File: config.mk
export PLATFORM = sky130hd
export DESIGN_NAME = hazard_ctrl
export DESIGN_NICKNAME = d
export VERILOG_FILES = /design/src/rtl/hazard_ctrl.sv
export SDC_FILE = /design/constraint.sdc
export NUM_CORES = 1
export LEC_CHECK = 0
export CAP_MARGIN = 15
export CORE_MARGIN = 2
export CORE_UTILIZATION = 48
export DETAILED_ROUTE_END_ITERATION = 8
export HOLD_SLACK_MARGIN = 0.12
export PLACE_DENSITY = 0.85
export RECOVER_POWER = 25
export SETUP_SLACK_MARGIN = 0.3
export SLEW_MARGIN = 20
export SYNTH_ARGS = -nofsm -noshare
export SYNTH_HDL_FRONTEND = slang
export SYNTH_SLANG_ARGS = --single-unit
export TNS_END_PERCENT = 1
File: constraint.sdc
create_clock -name CLK -period 2.65 [get_ports CLK]
set_input_delay 0.265 -clock CLK [delete_from_list [all_inputs] [get_ports CLK]]
set_output_delay 0.265 -clock CLK [all_outputs]
set_load 0.01 [all_outputs]
File: src/rtl/hazard_ctrl.sv
// Pipeline hazard/stall controller: latch enables, flushes, sticky halt
// and saturating stall/flush statistics.
module hazard_ctrl #(
  parameter int REG_W = 5,
  parameter int CNT_W = 16
) (
  input  logic             CLK,
  input  logic             nRST,
  input  logic             ihit,
  input  logic             dhit,
  input  logic             mem_dren,
  input  logic             mem_dwen,
  input  logic             mem_halt,
  input  logic             ex_dren,
  input  logic [REG_W-1:0] ex_wsel,
  input  logic [REG_W-1:0] id_rsel1,
  input  logic [REG_W-1:0] id_rsel2,
  input  logic             id_uses_rt,
  input  logic             ex_redirect,
  output logic             pc_en,
  output logic             if_id_en,
  output logic             id_ex_en,
  output logic             ex_mem_en,
  output logic             mem_wb_en,
  output logic             if_id_flush,
  output logic             id_ex_flush,
  output logic             halt_o,
  output logic [CNT_W-1:0] stall_cnt,
  output logic [CNT_W-1:0] flush_cnt
);

  typedef enum logic {RUN, HALT} state_t;

  state_t state;

  logic freeze;
  logic load_use;
  logic r_halted;
  logic r_freeze;
  logic r_halt;
  logic r_redir;
  logic r_lu;

  assign freeze = ((mem_dren | mem_dwen) & ~dhit) | ~ihit;

  assign load_use = ex_dren && (ex_wsel != '0) &&
                    ((ex_wsel == id_rsel1) ||
                     (id_uses_rt && (ex_wsel == id_rsel2)));

  // Rule priority flattened into mutually exclusive selects
  assign r_halted = (state == HALT);
  assign r_freeze = ~r_halted & freeze;
  assign r_halt   = ~r_halted & ~freeze & mem_halt;
  assign r_redir  = ~r_halted & ~freeze & ~mem_halt & ex_redirect;
  assign r_lu     = ~r_halted & ~freeze & ~mem_halt & ~ex_redirect
                    & load_use;

  always_comb begin
    pc_en       = 1'b0;
    if_id_en    = 1'b0;
    id_ex_en    = 1'b0;
    ex_mem_en   = 1'b0;
    mem_wb_en   = 1'b0;
    if_id_flush = 1'b0;
    id_ex_flush = 1'b0;
    unique case (1'b1)
      r_halted, r_freeze: ;
      r_halt: mem_wb_en = 1'b1;
      r_redir: begin
        pc_en       = 1'b1;
        if_id_en    = 1'b1;
        id_ex_en    = 1'b1;
        ex_mem_en   = 1'b1;
        mem_wb_en   = 1'b1;
        if_id_flush = 1'b1;
        id_ex_flush = 1'b1;
      end
      r_lu: begin
        id_ex_en    = 1'b1;
        id_ex_flush = 1'b1;
        ex_mem_en   = 1'b1;
        mem_wb_en   = 1'b1;
      end
      default: begin
        pc_en     = 1'b1;
        if_id_en  = 1'b1;
        id_ex_en  = 1'b1;
        ex_mem_en = 1'b1;
        mem_wb_en = 1'b1;
      end
    endcase
  end

  always_ff @(posedge CLK or negedge nRST) begin
    if (!nRST) begin
      state     <= RUN;
      halt_o    <= 1'b0;
      stall_cnt <= '0;
      flush_cnt <= '0;
    end else begin
      if (r_halt) begin
        state  <= HALT;
        halt_o <= 1'b1;
      end
      if (!r_halted && !pc_en && stall_cnt != '1)
        stall_cnt <= stall_cnt + 1'b1;
      if (r_redir && flush_cnt != '1)
        flush_cnt <= flush_cnt + 1'b1;
    end
  end

endmodule

=== Word level (Yosys, flattened, before mapping) ===
Index checks and enable logic that the tools add are counted.

* Logic and storage cells: 43
* Input bits: 25
* Register bits: 33
* Output and inout port bits: 40

* Muxes and demuxes: 5
* Equality and inequality tests: 4
* Add/subtract/negate cells: 2
* Bitwise operators: 16
* Reductions and logical operators: 13

{| class="wikitable"
|+ Operators with widths
! cell !! count
|-
| 16-bit by 1-bit adder with 16-bit output (second input constant) || 2
|-
| 16-bit inequality test (second input constant) || 2
|-
| 5-bit equality test || 2
|-
| 1-bit AND || 8
|-
| 1-bit logical AND || 6
|-
| 1-bit NOT || 6
|-
| 1-bit two-way mux || 5
|-
| 5-bit nonzero test || 1
|-
| 2-bit OR reduction || 2
|-
| 4-bit OR reduction || 1
|-
| 3-bit OR reduction || 1
|-
| 1-bit bitwise OR || 2
|-
| 1-bit zero test || 1
|-
| 1-bit logical OR || 1
|}

=== Logic depth before layout (Yosys ltp) ===
Gate-level depths: netlist (run 1).

* Depth after elaboration: 11
* Mapped depth: 7
* Gate-level depth less buffers: 7

=== Worst setup path before layout (run 1) ===
Ideal clock, no wire load.

* Path kind: reg2reg
* Start: reg state (netlist: r_halted)
* End: reg flush_cnt[1]
* Clock period less this slack: 1.816 ns
* Setup time: 0.125 ns
* Arrival time: 1.691 ns
* Cell stages (with the launch flop): 6
* Setup slack: 0.834 ns
* Path buffers: 1
* Cells stage by stage: dfrtp_1 and4bb_2 and2_1 clkbuf_2 o21a_2 mux2_2

* Word-level cells in the longest chain between the ends: 5

{| class="wikitable"
|+ Ends and longest elaborated chain
! what !! line !! RTL
|-
| start, declared || 34 || <nowiki>state_t state;</nowiki>
|-
| start signal, assigned || 96 || <nowiki>state <= RUN;</nowiki>
|-
| start signal, assigned || 102 || <nowiki>state <= HALT;</nowiki>
|-
| 1-bit NOT || 54 || <nowiki>assign r_redir = ~r_halted & ~freeze & ~mem_halt & ex_redirect;</nowiki>
|-
| 1-bit AND (3 in a row) || 54 ||
|-
| 1-bit logical AND || 107 || <nowiki>if (r_redir && flush_cnt != '1)</nowiki>
|-
| end signal, assigned || 108 || <nowiki>flush_cnt <= flush_cnt + 1'b1;</nowiki>
|-
| end, declared || 29 || <nowiki>output logic [CNT_W-1:0] flush_cnt</nowiki>
|}

No other way between the ends.
A chain may end at the register's enable or synchronous reset.

=== Worst setup path in the final report (run 1) ===
* Start: in ex_wsel[1]
* End: out pc_en

* Word-level cells in the longest chain between the ends: 7
* Elaborated cells on any way between the ends: 10

{| class="wikitable"
|+ Ends and longest elaborated chain
! what !! line !! RTL
|-
| start, declared || 15 || <nowiki>input logic [REG_W-1:0] ex_wsel,</nowiki>
|-
| 5-bit equality test || 48 || <nowiki>(id_uses_rt && (ex_wsel == id_rsel2)));</nowiki>
|-
| 1-bit logical AND || 48 ||
|-
| 1-bit logical OR || 47 || <nowiki>((ex_wsel == id_rsel1) ||</nowiki>
|-
| 1-bit logical AND (*) || 46 || <nowiki>assign load_use = ex_dren && (ex_wsel != '0) &&</nowiki>
|-
| 1-bit AND (*) || 56 || <nowiki>& load_use;</nowiki>
|-
| 4-bit OR reduction (no source line) (*) || -- ||
|-
| 1-bit two-way mux (*) || 66 || <nowiki>unique case (1'b1)</nowiki>
|-
| end, declared || 20 || <nowiki>output logic pc_en,</nowiki>
|}

Every way passes the cells marked *; elsewhere a longest branch is shown, timed or not.

==> impl_results.md, run 1 <==
* Max clock buf depth at 2
* Setup CP Type: in -> out
* First-pass GRT wire length at 6520 µm
* Reg2reg setup slack at 0.67 ns
* Switching part of the total at 24.2%
* Post-Syn Instances at 170
* Seq pwr share at 45.3%
* Row cnt at 22
* R2R Path Start: stall_cnt[7]
* Post-DP HPWL at 2990 µm
* Setup_tns at 0 ns
* # nets final at 269
* FF-to-FF path depth at 5
* Max-cap violation count at 1
* Post-Syn Nets at 197
* Grt total ovfl at 0
* Register area at 826 µm²
* Clk_lat worst skew at 0.28 ns
* Net switching power at 0.000318 W
* Req. time, crit path at 2.38 ns
* CP max FO at 4
* PortBufs at 64
* Mapped Avg Cell Area at 10.6 µm²
* # DRC at 0
* Worst Tran Pin Value at 1.72 ns
* H-tree lvl count at 2
* Pre-antenna DRT Iters at 5
* Cell Int Power at 0.000995 W
* Pleak at 1.08 nW
* Critical Path, Cell by Cell: clkdlybuf4s50_1 > or4_4 > o21ai_4 > o21ai_4 > inv_1 > clkdlybuf4s50_1
* Critical Path Max Stage Delay at 0.59 ns
* Drt wl/cell at 13.4 µm
* Clock share of power at 36.6%
* Min-delay worst type: reg -> reg
* Util after Layout at 73.0%
* Via count at 1498
* Worst hold endpoint: flush_cnt[14]
* Ys async rst share at 100%
* Maximum resistive drop on vdd at 0.411 mV
* Vias in the first global route at 1453
* Post-Syn Area at 0.00181 mm²
* Ant diodes at 0
* Register bit total from synthesis at 33
* Area growth syn-to-layout at 46.6%
* Startpoint types: primary input
* Status: complete, but fails checks
* Final hold violations at 0
* Starting density of the core at 49.8%
* Remaining antenna violation count at 0
* Synth cell types at 40
* CP endpoint kind: output pin
* I/O pins at 65
* Cell at the root of the clock tree: clkbuf_8
* Final slew viol count at 34
* DRT iter0 DRCs at 95
* PwrDens at 495 mW/mm²
* DIE HEIGHT at 65.4 µm
* WL final at 3900 µm
* Worst Path Arrival at 2.23 ns
* Reg2Reg Capture Point: stall_cnt[1]
* Final setup vio count at 0
* GRT Total Usage at 20.2%
* Vias per inst at 5.15
* WHS Path Cells at 1
* Final period utilization at 94.2%
* Clk slew on worst S/H paths at 0.06 ns
* Largest net degree at the start of global routing at 34
* RSZ-0062 raised after global routing: yes
* Failing checks: capacitance limit, slew limit
* Fillers at 279
* Crit path time final at 2.50 ns
* Synth warn at 0
* Routability cong. at 0.846
* Post-synth top flop: dfrtp_1
* Maximum clock frequency at 401 MHz
* Die W at 65.4 µm
* CTS tree: done
* Total CTS buffers at 5
* Clock Skew at 0.00431 ns
* CP max stage cell: or4_4
* Slew headroom at -14.4%
* Sequential share of the synthesized area at 45.6%
* Comb power frac at 18.1%
* Fraction of layout cells with a size suffix above 1 at 12.3%
* Min-Delay Startpoint: flush_cnt[14]
* TritonCTS Sinks at 33
* Number of synthesized flops with an enable pin at 0
* Antenna violations before repair at 0
* Area of the core at 0.00363 mm²
* Area taken by multi-input logic gates at 953 µm²
* Total die area at 0.00428 mm²
==> flip-flops by register name (all words and copies together), names as in the netlist <==
register   cells
flush_cnt     16
stall_cnt     16
r_halted       1
==> worst max-delay path, delay by kind of cell <==
kind	cells	cell delay, ns
AO/OA/AOI/OAI	2	0.29
AND/OR/NAND/NOR	1	0.59
buffers and inverters	3	1.09
==> area by class of cell <==
type,count,share of cell area (%)
clock buffers,7,3.25
flip-flops and latches,33,31.1
inverters,6,0.849
repair buffers,69,25.5
multi-input cells,127,35.9
well taps,48,2.26
clock inverters,1,1.13
==> worst max-delay path by stage <==
stage,from,endpoint,slack [ns],cells after the start
2_1_floorplan,r_halted,flush_cnt[1],0.83,5
4_1_cts,ex_wsel[1],if_id_en,0.14,6
5_1_grt,ex_wsel[1],pc_en,0.10,6
3_3_place_gp,ex_wsel[1],id_ex_flush,0.15,6
6_report,ex_wsel[1],pc_en,0.15,6
3_5_place_dp,ex_wsel[1],if_id_en,0.1,6
==> power groups by stage <==
| stage | clock (W) | sequential (W) | combinational, W |
|---|---|---|---|
| after floorplan | 0 | 0.000616 | 0.0000739 |
| after global placement | 0 | 0.000603 | 0.000233 |
| after detailed placement | 0 | 0.000604 | 0.000236 |
| after CTS | 0.000491 | 0.000595 | 0.000239 |
| after global routing | 0.000512 | 0.000602 | 0.000258 |
| final | 0.000481 | 0.000595 | 0.000237 |
==> Yosys cell counts (4+ instances only) <==
cell | number | area, µm²
and3_1 | 4 | 25.0
dfrtp_1 | 33 | 826
inv_1 | 6 | 22.5
nand2_1 | 16 | 60.1
nand3_1 | 14 | 70.1
nand4_1 | 7 | 43.8
nor2_1 | 12 | 45.0
xnor2_1 | 24 | 210
xor2_1 | 16 | 140
==> cells by family (layout without fill, tap and decap cells) <==
family	after synthesis	after routing	share of synthesized area, %
xor gates and xnor gates	40	40	19.4
adders and majority gates	2	2	1.38
muxes	2	2	1.24
buffers and inverters	10	83	2.97
and+or+nand+nor	73	73	24.2
DFF	33	33	45.6
AOI/OAI and AO/OA	10	10	5.25
==> layer usage <==
| metal | routed length (µm) | GRT usage [%] |
|---|---|---|
| met1 | 1660 | 23.6 |
| met2 | 1970 | 35.7 |
| met3 | 226 | 5.82 |
| met4 | 51 | 6.25 |
| met5 | 0 | 0 |
==> layout by cell type, fill, tap and decap left out, types with 2 or more instances in the layout <==
master,Yosys,layout
and2_1,2,2
and3_1,4,4
and4_1,2,2
buf_4,2,4
clkbuf_1,0,2
clkbuf_8,0,6
clkdlybuf4s50_1,0,61
dfrtp_1,33,33
ha_1,2,2
inv_1,6,6
nand2_1,16,16
nand3_1,14,14
nand4_1,7,7
nor2_1,12,12
nor3_1,2,2
nor3b_2,2,2
nor4_2,2,2
o21ai_4,1,2
xnor2_1,24,24
xor2_1,16,16
==> stage by stage <==
step	total power [W]	hold WS (ns)	instances	setup WS, ns	cell area, µm²
6_report	0.00131	0.503	291	0.154	2650
5_1_grt	0.00137	0.508	291	0.102	2650
4_1_cts	0.00133	0.398	289	0.140	2630
3_5_place_dp	0.000840	0.490	281	0.0974	2500
3_3_place_gp	0.000835	0.474	281	0.155	2500
2_1_floorplan	0.000689	-0.0306	170	0.834	1810
==> what timing repair did <==
action / 4_1_cts / 5_1_grt
pin swaps: 1 / 1
endpoints found under the setup margin: 3 / 4
setup buffers: 0 / 2
gates resized for setup: 4 / 2
hold buffers: 0 / 0
Note: power is estimated with default switching activity, not from simulation.
==> inputs of run 2 (changes only) <==
--- a/config.mk
+++ b/config.mk
@@ -13,6 +13,7 @@
 export PLACE_DENSITY = 0.85
 export RECOVER_POWER = 25
 export SETUP_SLACK_MARGIN = 0.3
+export SKIP_LAST_GASP = 1
 export SLEW_MARGIN = 20
 export SYNTH_ARGS = -nofsm -noshare
 export SYNTH_HDL_FRONTEND = slang
==> results of run 2 <==
No change in the layout: final DEF, timing and power equal those of run 1.
